--- src/rtl/pair_match_ctrl.sv ---
// Turn controller for the memory-pair board: pick capture, reveal hold, match/miss resolve, scoring.
// Optional idle-turn forfeit is compiled in when TURN_TIMEOUT_EN is defined.
module pair_match_ctrl #(
  parameter int N_TILES     = 16,
  parameter int IDX_W       = 4,
  parameter int LABEL_W     = 4,
  parameter int SCORE_W     = 4,
  parameter int SHOW_CYCLES = 25,
  parameter int TIMEOUT_CYC = 1000
) (
  input  logic               clk,
  input  logic               rst,
  input  logic               sel_valid,
  input  logic [IDX_W-1:0]   sel_idx,
  input  logic [LABEL_W-1:0] sel_label,
  output logic [N_TILES-1:0] par_mask,
  output logic               player,
  output logic [SCORE_W-1:0] score0,
  output logic [SCORE_W-1:0] score1,
  output logic               match_p,
  output logic               miss_p,
  output logic               timeout_p,
  output logic               game_over,
  output logic [1:0]         winner
);
  localparam int N_PAIRS = N_TILES / 2;
  localparam int PAIR_W  = $clog2(N_PAIRS + 1);
  localparam int SHOW_W  = $clog2(SHOW_CYCLES + 1);

  typedef enum logic [1:0] {WAIT1, WAIT2, SHOW, DONE} state_e;

  state_e             state_q, state_d;
  logic [N_TILES-1:0] matched_q, matched_d;
  logic [N_TILES-1:0] pend_q, pend_d;
  logic [N_TILES-1:0] par_q, par_d;
  logic [LABEL_W-1:0] lbl1_q, lbl1_d, lbl2_q, lbl2_d;
  logic [SHOW_W-1:0]  show_q, show_d;
  logic [PAIR_W-1:0]  pairs_q, pairs_d;
  logic               player_q, player_d;
  logic [SCORE_W-1:0] s0_q, s0_d, s1_q, s1_d;
  logic               match_q, match_d, miss_q, miss_d, tmo_q, tmo_d;

  logic [N_TILES-1:0] sel_oh;
  logic               waiting, pick_ok, idle_expired;

  // Out-of-range indices shift the one-hot to zero, which rejects them for free.
  assign sel_oh  = {{(N_TILES-1){1'b0}}, 1'b1} << sel_idx;
  assign waiting = (state_q == WAIT1) || (state_q == WAIT2);
  // par_q holds matched tiles plus the pending first pick, both of which are illegal picks.
  assign pick_ok = sel_valid && waiting && (sel_oh != '0) && ((sel_oh & par_q) == '0);

`ifdef TURN_TIMEOUT_EN
  localparam int IDLE_W = $clog2(TIMEOUT_CYC + 1);
  logic [IDLE_W-1:0] idle_q, idle_d;

  assign idle_expired = waiting && !pick_ok && (idle_q == IDLE_W'(TIMEOUT_CYC - 1));

  always_comb begin
    idle_d = '0;
    if (waiting && !pick_ok && !idle_expired) idle_d = idle_q + 1'b1;
  end

  always_ff @(posedge clk or negedge rst) begin
    if (!rst) idle_q <= '0;
    else      idle_q <= idle_d;
  end
`else
  assign idle_expired = 1'b0;
`endif

  always_comb begin
    state_d   = state_q;
    matched_d = matched_q;
    pend_d    = pend_q;
    lbl1_d    = lbl1_q;
    lbl2_d    = lbl2_q;
    show_d    = show_q;
    pairs_d   = pairs_q;
    player_d  = player_q;
    s0_d      = s0_q;
    s1_d      = s1_q;
    match_d   = 1'b0;
    miss_d    = 1'b0;
    tmo_d     = 1'b0;
    case (state_q)
      WAIT1: begin
        if (pick_ok) begin
          pend_d  = sel_oh;
          lbl1_d  = sel_label;
          state_d = WAIT2;
        end else if (idle_expired) begin
          player_d = ~player_q;
          tmo_d    = 1'b1;
        end
      end
      WAIT2: begin
        if (pick_ok) begin
          pend_d  = pend_q | sel_oh;
          lbl2_d  = sel_label;
          show_d  = '0;
          state_d = SHOW;
        end else if (idle_expired) begin
          pend_d   = '0;
          player_d = ~player_q;
          tmo_d    = 1'b1;
          state_d  = WAIT1;
        end
      end
      SHOW: begin
        if (show_q == SHOW_W'(SHOW_CYCLES - 1)) begin
          pend_d = '0;
          if (lbl1_q == lbl2_q) begin
            matched_d = matched_q | pend_q;
            pairs_d   = pairs_q + 1'b1;
            match_d   = 1'b1;
            if (player_q) s1_d = (&s1_q) ? s1_q : s1_q + 1'b1;
            else          s0_d = (&s0_q) ? s0_q : s0_q + 1'b1;
            state_d = (pairs_q == PAIR_W'(N_PAIRS - 1)) ? DONE : WAIT1;
          end else begin
            player_d = ~player_q;
            miss_d   = 1'b1;
            state_d  = WAIT1;
          end
        end else begin
          show_d = show_q + 1'b1;
        end
      end
      DONE:    state_d = DONE;
      default: state_d = WAIT1;
    endcase
    par_d = matched_d | pend_d;
  end

  always_ff @(posedge clk or negedge rst) begin
    if (!rst) begin
      state_q   <= WAIT1;
      matched_q <= '0;
      pend_q    <= '0;
      par_q     <= '0;
      lbl1_q    <= '0;
      lbl2_q    <= '0;
      show_q    <= '0;
      pairs_q   <= '0;
      player_q  <= 1'b0;
      s0_q      <= '0;
      s1_q      <= '0;
      match_q   <= 1'b0;
      miss_q    <= 1'b0;
      tmo_q     <= 1'b0;
    end else begin
      state_q   <= state_d;
      matched_q <= matched_d;
      pend_q    <= pend_d;
      par_q     <= par_d;
      lbl1_q    <= lbl1_d;
      lbl2_q    <= lbl2_d;
      show_q    <= show_d;
      pairs_q   <= pairs_d;
      player_q  <= player_d;
      s0_q      <= s0_d;
      s1_q      <= s1_d;
      match_q   <= match_d;
      miss_q    <= miss_d;
      tmo_q     <= tmo_d;
    end
  end

  assign par_mask  = par_q;
  assign player    = player_q;
  assign score0    = s0_q;
  assign score1    = s1_q;
  assign match_p   = match_q;
  assign miss_p    = miss_q;
  assign timeout_p = tmo_q;
  assign game_over = (state_q == DONE);

  always_comb begin
    winner = 2'b00;
    if (state_q == DONE) begin
      if (s0_q > s1_q)      winner = 2'b01;
      else if (s1_q > s0_q) winner = 2'b10;
      else                  winner = 2'b11;
    end
  end

endmodule

--- config.mk ---
export PLATFORM = sky130hd
export DESIGN_NAME = pair_match_ctrl
export DESIGN_NICKNAME = d
export VERILOG_FILES = /design/src/rtl/pair_match_ctrl.sv
export SDC_FILE = /design/constraint.sdc
export NUM_CORES = 1
export LEC_CHECK = 0
export BUFFER_PORTS_ARGS = -buffer_cell sky130_fd_sc_hd__buf_2
export CORE_ASPECT_RATIO = 1.2
export CORE_UTILIZATION = 52
export DETAILED_ROUTE_END_ITERATION = 16
export PLACE_DENSITY = 0.75
export REMOVE_ABC_BUFFERS = 1
export SYNTH_ARGS = -nofsm -noshare
export SYNTH_HDL_FRONTEND = slang
export SYNTH_SLANG_ARGS = --single-unit
--- constraint.sdc ---
create_clock -name clk -period 1.9 [get_ports clk]
set_clock_uncertainty 0.1 [all_clocks]
set_input_delay 0.38 -clock clk [delete_from_list [all_inputs] [get_ports clk]]
set_output_delay 0.38 -clock clk [all_outputs]
set_load 0.01 [all_outputs]
==> results.json, run 1 <==
{
  "status": "complete, but fails checks",
  "violated_checks": "negative setup slack",
  "syn-cell-area_mm2": 0.00351,
  "yosys_warnings": 0,
  "routed-via-count": 2806,
  "initial_utilization_pct": 54.1,
  "htree_levels": 3,
  "finalWorstSetupSlack_ns": -0.410,
  "power.clock.fraction_pct": 46.5,
  "power.total_mw": 3.33,
  "io_buffer_count": 40,
  "clk_transition_reported_paths_ns": 0.08,
  "layout.core_utilization_pct": 77.2,
  "placementRows": 32,
  "met3_length_um": 347,
  "drt_pre_antenna_iters": 4,
  "cp-start-kind": "flip-flop",
  "dieWidth_um": 77.0,
  "finalWirelength_mm": 9.06,
  "vias_per_cell": 5.73,
  "floorplan.io_pins": 42,
  "cts.root.buffer_cell": "sky130_fd_sc_hd__clkbuf_8",
  "drtIter0Drc": 207,
  "holdCritPathClass": "input pin to flip-flop",
  "drt.antenna.violating_nets": 0,
  "placedInstanceArea_mm2": 0.00424,
  "switchingPower_mw": 0.684,
  "finalWorstPathRequiredPeriod_ns": 2.31,
  "p_int_mw": 2.65,
  "async_flop_share_pct": 100,
  "coreArea_mm2": 0.00649,
  "num_antenna_cells": 0,
  "hold_viol": 0,
  "grt_antenna_before_repair": 0,
  "global_route.overflow_total": 0,
  "setup_violations": 56,
  "total_leakage_power_nw": 2.71,
  "syn_avg_cell_area_um2": 12.3,
  "cts_tree": "yes",
  "detail_route.drc_violations": 0,
  "fin_cells": 490,
  "cp.arrival_ns": 1.83,
  "final_clock_period_utilization_by_the_worst_path_pct": 122,
  "worst_skew_pair_latency_ns": 0.35,
  "finalSetupTns_ns": -14.86,
  "grt_start_max_net_pins": 31,
  "synthFlopType": "sky130_fd_sc_hd__dfrtp_1",
  "ys_seq_elements": 78,
  "die-area_mm2": 0.00708,
  "cts_buffers": 9,
  "fin_worst_hold_slack_ns": 0.188,
  "synth_instances": 285,
  "post_synth_edffs": 0,
  "number_of_global_route_vias_before_repair": 2857,
  "route.detailed.wl_per_inst_um": 18.5,
  "clk_path_buf_depth": 2,
  "irDropWorstVdd_uv": 725,
  "grt_first_pass_wirelength_mm": 14.1,
  "seq_power_share_pct": 49.8,
  "max_clock_freq_mhz": 433,
  "wl_met1_mm": 3.68,
  "power.density_cell_area_mw_per_mm2": 665,
  "grt_usage_pct": 26.2,
  "dr_wl_met2_mm": 4.81,
  "power_frac_comb_pct": 3.7,
  "worst-setup-path-type": "flip-flop to output pin",
  "netlist-cell-type-count": 48,
  "crit_fanout": 2,
  "post-place-ws_ns": -0.647,
  "final_net_count": 420,
  "max_cap_violations": 0,
  "rsz_0062_raised_after_global_routing": "true",
  "slew_violations": 0,
  "post-route-cell-area_mm2": 0.00501,
  "cp-end-kind": "output pin",
  "synthToLayoutAreaGrowth_pct": 42.8,
  "place.gp.congestion": 0.817,
  "route.top_layer_used": "met4",
  "cp_data_required_time_ns": 1.42,
  "seq_area_frac_synth_pct": 55.7,
  "final_layout_size_suffix_gt1_share_pct": 46.4,
  "dieHeight_um": 92.0,
  "swShare_pct": 20.5,
  "place.detailed.hpwl_mm": 5.58,
  "cts.sinks": 78,
  "placedCellCount": 456
}
-- per-layer routing --
metal | vias up | global-route usage [%]
met4 | 0 | 9.75
met5 | - | 0
met3 | 25 | 5.87
met2 | 90 | 46.7
met1 | 1415 | 30.8
li1 | 1276 | -
-- cell usage after synthesis, types with 2 or more instances --
cell type / instances / area share [%]
sky130_fd_sc_hd__dfrtp_1: 78 / 56
sky130_fd_sc_hd__a21o_1: 18 / 3.9
sky130_fd_sc_hd__a221o_1: 14 / 4.0
sky130_fd_sc_hd__a22o_1: 14 / 3.5
sky130_fd_sc_hd__nor2_1: 12 / 1.3
sky130_fd_sc_hd__inv_1: 11 / 1.2
sky130_fd_sc_hd__nand2_1: 11 / 1.2
sky130_fd_sc_hd__xnor2_1: 11 / 2.7
sky130_fd_sc_hd__mux2_2: 10 / 3.2
sky130_fd_sc_hd__ha_1: 9 / 3.2
sky130_fd_sc_hd__nand4_1: 7 / 1.2
sky130_fd_sc_hd__a21oi_1: 6 / 0.86
sky130_fd_sc_hd__and3_1: 6 / 1.1
sky130_fd_sc_hd__nand2b_1: 6 / 1.1
sky130_fd_sc_hd__a31oi_1: 5 / 0.89
sky130_fd_sc_hd__buf_2: 5 / 0.71
sky130_fd_sc_hd__clkbuf_1: 5 / 0.54
sky130_fd_sc_hd__o21ai_0: 5 / 0.71
sky130_fd_sc_hd__buf_6: 4 / 1.3
sky130_fd_sc_hd__mux2i_1: 4 / 1.1
sky130_fd_sc_hd__nor3_1: 4 / 0.57
sky130_fd_sc_hd__and2_1: 3 / 0.54
sky130_fd_sc_hd__nand4b_1: 3 / 0.75
sky130_fd_sc_hd__nor2b_1: 3 / 0.54
sky130_fd_sc_hd__xor2_1: 3 / 0.75
sky130_fd_sc_hd__a211o_1: 2 / 0.50
sky130_fd_sc_hd__buf_1: 2 / 0.21
sky130_fd_sc_hd__buf_4: 2 / 0.43
sky130_fd_sc_hd__nand3_1: 2 / 0.29
sky130_fd_sc_hd__nor4_1: 2 / 0.36
-- critical path, cell delays in order (launching register included) --
cell                       delay, ns
sky130_fd_sc_hd__dfrtp_1        0.39
sky130_fd_sc_hd__inv_2          0.09
sky130_fd_sc_hd__ha_4           0.21
sky130_fd_sc_hd__nor2b_4        0.12
sky130_fd_sc_hd__o21ai_1        0.12
sky130_fd_sc_hd__nand2b_1       0.08
sky130_fd_sc_hd__a21oi_2        0.19
sky130_fd_sc_hd__buf_4          0.14
sky130_fd_sc_hd__nor2_2         0.03
sky130_fd_sc_hd__buf_2          0.13
-- layout by cell type (no fill, tap or decap), types with 6 or more instances in the layout --
cell / count
sky130_fd_sc_hd__dfrtp_1: 78
sky130_fd_sc_hd__buf_4: 61
sky130_fd_sc_hd__buf_2: 39
sky130_fd_sc_hd__a21o_1: 18
sky130_fd_sc_hd__a22o_1: 14
sky130_fd_sc_hd__a221o_1: 14
sky130_fd_sc_hd__nor2_1: 11
sky130_fd_sc_hd__clkbuf_8: 11
sky130_fd_sc_hd__xnor2_1: 10
sky130_fd_sc_hd__mux2_4: 10
sky130_fd_sc_hd__buf_6: 10
sky130_fd_sc_hd__inv_1: 9
sky130_fd_sc_hd__nand4_1: 7
sky130_fd_sc_hd__ha_1: 7
sky130_fd_sc_hd__nand2_1: 6
sky130_fd_sc_hd__nand2b_1: 6
sky130_fd_sc_hd__buf_12: 6
-- power by group through the flow --
stage | Combinational, mW | Clock (mW) | Sequential [mW]
5_1_grt | 0.135 | 1.64 | 1.66
2_1_floorplan | 0.0198 | 0 | 1.69
4_1_cts | 0.120 | 1.56 | 1.66
3_5_place_dp | 0.116 | 0 | 1.69
3_3_place_gp | 0.113 | 0 | 1.69
6_report | 0.122 | 1.55 | 1.66
-- flip-flops by register name, summed over array words and instances (netlist names), 4 cells and up --
name and cells:
lbl2_q 4, par_mask 16, score1 4, matched_q 16, lbl1_q 4, show_q 5
pend_q 16, pairs_q 4, score0 4
-- cell type report --
class                   count  area (um2)
flip-flops and latches     78        1950
clock buffers              11         151
multi-input cells         178        1640
inverters                  11        41.3
repair buffers            122        1020
well taps                  85         106
clock inverters             5         105
fillers                   396        1480
-- path summary, 6_finish.rpt --
check	startpoint	to	slack, ns	depth (start not counted)
setup / recovery	score0[1]$_DFFE_PN0P_	winner[1]	-0.41	9
hold / removal	sel_label[1]	lbl1_q[1]$_DFFE_PN0P_	0.19	2
setup reg to reg	par_mask[11]$_DFF_PN0_	pend_q[2]$_DFF_PN0_	-0.38	8
hold reg to reg	matched_q[0]$_DFF_PN0_	matched_q[0]$_DFF_PN0_	0.35	1
max in group asynchronous	rst	pend_q[15]$_DFF_PN0_	0.69	3
min in group asynchronous	rst	lbl1_q[3]$_DFFE_PN0P_	0.40	2
-- logic make-up (layout without fill, tap and decap cells) --
logic type,count (synthesis),in the layout,share of synthesized area [%]
adders and majority gates,9,9,3.21
buffers and inverters,29,149,4.35
DFF,78,78,55.7
muxes,14,14,4.35
and+or+nand+nor,67,67,11.3
other,1,1,0.107
AOI/OAI and AO/OA,73,73,17.6
xor gates and xnor gates,14,14,3.50
-- repair_timing --
item                                    in CTS  in global routing
gates resized for setup                     26                 47
endpoints found under the setup margin      71                 71
hold buffers                                 1                  0
pin swaps                                   42                 38
endpoints found under the hold margin       28                  0
cloned                                       4                  1
buffers inserted                             8                  6
Power figures use the tool's default switching activity.
==> inputs of run 2 (changes only) <==
ABC_AREA = 1   (was unset)
==> run 2 against run 1 <==
- the flow still finishes with violations (negative setup slack)
- largest power group unchanged
- core utilization is 11 points lower
- worst setup slack better by 0.28 ns
- highest routed layer unchanged
- fmax up 14%
==> results.json, run 2 <==
{
  "htree_levels": 3,
  "die-area_mm2": 0.00734,
  "final_clock_period_utilization_by_the_worst_path_pct": 107,
  "slew_violations": 0,
  "cp.arrival_ns": 1.55,
  "cts.root.buffer_cell": "sky130_fd_sc_hd__clkbuf_8",
  "synthToLayoutAreaGrowth_pct": 23.4,
  "fin_worst_hold_slack_ns": 0.210,
  "worst-setup-path-type": "flip-flop to output pin",
  "cp-start-kind": "flip-flop",
  "coreArea_mm2": 0.00681,
  "floorplan.io_pins": 42,
  "cts.sinks": 78,
  "irDropWorstVdd_uv": 851,
  "cell_taking_the_most_area_after_synthesis": "sky130_fd_sc_hd__dfrtp_1",
  "initial_utilization_pct": 53.4,
  "cts_buffers": 9,
  "fin_cells": 570,
  "drt.antenna.violating_nets": 0,
  "placementRows": 33,
  "total_leakage_power_nw": 2.34,
  "clk_transition_reported_paths_ns": 0.08,
  "clk_path_buf_depth": 2,
  "area_share_of_the_largest_cell_type_after_synthesis_pct": 53.6,
  "vias_per_cell": 5.37,
  "num_antenna_cells": 0,
  "ys_seq_elements": 78,
  "synth.most_common_cell": "sky130_fd_sc_hd__dfrtp_1",
  "dieHeight_um": 93.7,
  "reg2reg_setup_slack_ns": 0.08,
  "violated_checks": "negative setup slack",
  "placedCellCount": 547,
  "post-route-cell-area_mm2": 0.00449,
  "worst_skew_pair_latency_ns": 0.34,
  "most-common-layout-cells": "77 x sky130_fd_sc_hd__dfrtp_1, 74 x sky130_fd_sc_hd__nand2_1, 48 x sky130_fd_sc_hd__inv_1, 43 x sky130_fd_sc_hd__nand3_1, 39 x sky130_fd_sc_hd__buf_2",
  "synth.top_cells.by_count": "78 x sky130_fd_sc_hd__dfrtp_1, 74 x sky130_fd_sc_hd__nand2_1, 54 x sky130_fd_sc_hd__inv_1, 43 x sky130_fd_sc_hd__nand3_1, 33 x sky130_fd_sc_hd__nand4_1",
  "place.gp.congestion": 0.905,
  "power.density_cell_area_mw_per_mm2": 1180,
  "post_synth_edffs": 0,
  "io_buffer_count": 40,
  "placedInstanceArea_mm2": 0.00414,
  "cp_data_required_time_ns": 1.42,
  "netlist-cell-type-count": 34,
  "setup_violations": 2,
  "status": "complete, but fails checks",
  "drt_pre_antenna_iters": 4,
  "dieWidth_um": 78.4,
  "number_of_global_route_vias_before_repair": 3032,
  "grt_antenna_before_repair": 0,
  "finalWorstPathRequiredPeriod_ns": 2.03,
  "final_layout_size_suffix_gt1_share_pct": 27.3,
  "seq_area_frac_synth_pct": 53.6,
  "max_cap_violations": 0,
  "final_net_count": 498,
  "finalWorstSetupSlack_ns": -0.134,
  "cp-end-kind": "output pin",
  "route.detailed.wl_per_inst_um": 14.2,
  "n_fill_cell": 576,
  "synth_instances": 402,
  "grt_first_pass_wirelength_mm": 13.7,
  "hold_viol": 0,
  "max_clock_freq_mhz": 492,
  "detail_route.drc_violations": 0,
  "rsz_0062_raised_after_global_routing": "true",
  "syn-cell-area_mm2": 0.00364,
  "crit_fanout": 2,
  "async_flop_share_pct": 100,
  "grt_usage_pct": 24.5,
  "finalWirelength_mm": 8.09,
  "place.detailed.hpwl_mm": 5.67,
  "synthFlopType": "sky130_fd_sc_hd__dfrtp_1",
  "cts_tree": "yes",
  "yosys_warnings": 0,
  "layout.core_utilization_pct": 66.0,
  "grt_start_max_net_pins": 79,
  "holdCritPathClass": "input pin to flip-flop",
  "final_common_cell": "sky130_fd_sc_hd__dfrtp_1",
  "syn_avg_cell_area_um2": 9.06,
  "routed-via-count": 3061,
  "ys_top_cells_by_area": "sky130_fd_sc_hd__dfrtp_1 54%, sky130_fd_sc_hd__nand2_1 7.6%, sky130_fd_sc_hd__nand3_1 5.9%",
  "drtIter0Drc": 152,
  "global_route.overflow_total": 0
}
[run 2: cell type report]
| class | instances | area [um2] | area share (%) |
|---|---|---|---|
| Sequential cell | 78 | 1950 | 43.5 |
| Multi-Input combinational cell | 255 | 1480 | 33.0 |
| Timing Repair Buffer | 76 | 513 | 11.4 |
| Inverter | 58 | 221 | 4.93 |
| Clock buffer | 10 | 128 | 2.84 |
| Tap cell | 87 | 109 | 2.42 |
| Clock inverter | 6 | 86.3 | 1.92 |
[run 2: worst paths after layout]
kind / start / endpoint / cells past startpoint
hold / removal: sel_label[1] / lbl1_q[1]$_DFFE_PN0P_ / 3
max in group asynchronous: rst / score1[2]$_DFFE_PN0P_ / 3
min in group asynchronous: rst / matched_q[14]$_DFF_PN0_ / 3
setup / recovery: score0[2]$_DFFE_PN0P_ / winner[0] / 8
setup reg to reg: lbl2_q[2]$_DFFE_PN0P_ / par_mask[0]$_DFF_PN0_ / 9
hold reg to reg: matched_q[9]$_DFF_PN0_ / matched_q[9]$_DFF_PN0_ / 2
[run 2: metrics by stage]
step | setup TNS, ns | total power [mW] | setup WS, ns
detailed placement | -1.57 | 3.88 | -0.0899
global placement | -0.578 | 3.80 | -0.0938
global route | -0.468 | 5.63 | -0.240
floorplan | 0 | 3.24 | 0.0123
CTS | -0.288 | 5.25 | -0.146
finish | -0.264 | 5.29 | -0.134
[run 2: timing repair]
item / CTS / global route
pin swaps: 2 / 4
endpoints found under the hold margin: 78 / 0
setup buffers: 3 / 3
resized for setup: 11 / 16
hold buffers: 1 / 0
endpoints found under the setup margin: 3 / 47
[run 2: worst max-delay path, stage by stage, from the launching register on]
cell and delay (ns):
sky130_fd_sc_hd__dfrtp_1 0.38, sky130_fd_sc_hd__inv_1 0.10, sky130_fd_sc_hd__ha_1 0.23, sky130_fd_sc_hd__nand2_1 0.08, sky130_fd_sc_hd__inv_2 0.05, sky130_fd_sc_hd__o21ai_2 0.06, sky130_fd_sc_hd__nand2_1 0.06, sky130_fd_sc_hd__a21oi_1 0.11
sky130_fd_sc_hd__buf_2 0.15
[run 2: layer usage]
metal | global-route usage, % | part of all wire, % | routed length [um] | up-vias
met3 | 4.56 | 3.9 | 316 | 26
li1 | - | - | - | 1476
met1 | 30.2 | 42 | 3430 | 1484
met5 | 0 | 0 | 0 | -
met4 | 12.0 | 3.4 | 275 | 0
met2 | 41.2 | 50 | 4070 | 75
[run 2: where the power goes]
group          leakage, nW  internal (mW)  switching (mW)
clock                0.106          0.738           0.592
combinational         1.28          0.652           0.976
sequential           0.948           2.02           0.310
total                 2.34           3.41            1.88
[run 2: logic make-up after synthesis]
logic type	synth area share (%)
AOI/OAI and AO/OA	6.12
xor gates and xnor gates	3.37
adders and majority gates	3.09
buffers and inverters	7.94
DFF	53.6
muxes	0.309
other	0.103
and+or+nand+nor	25.5
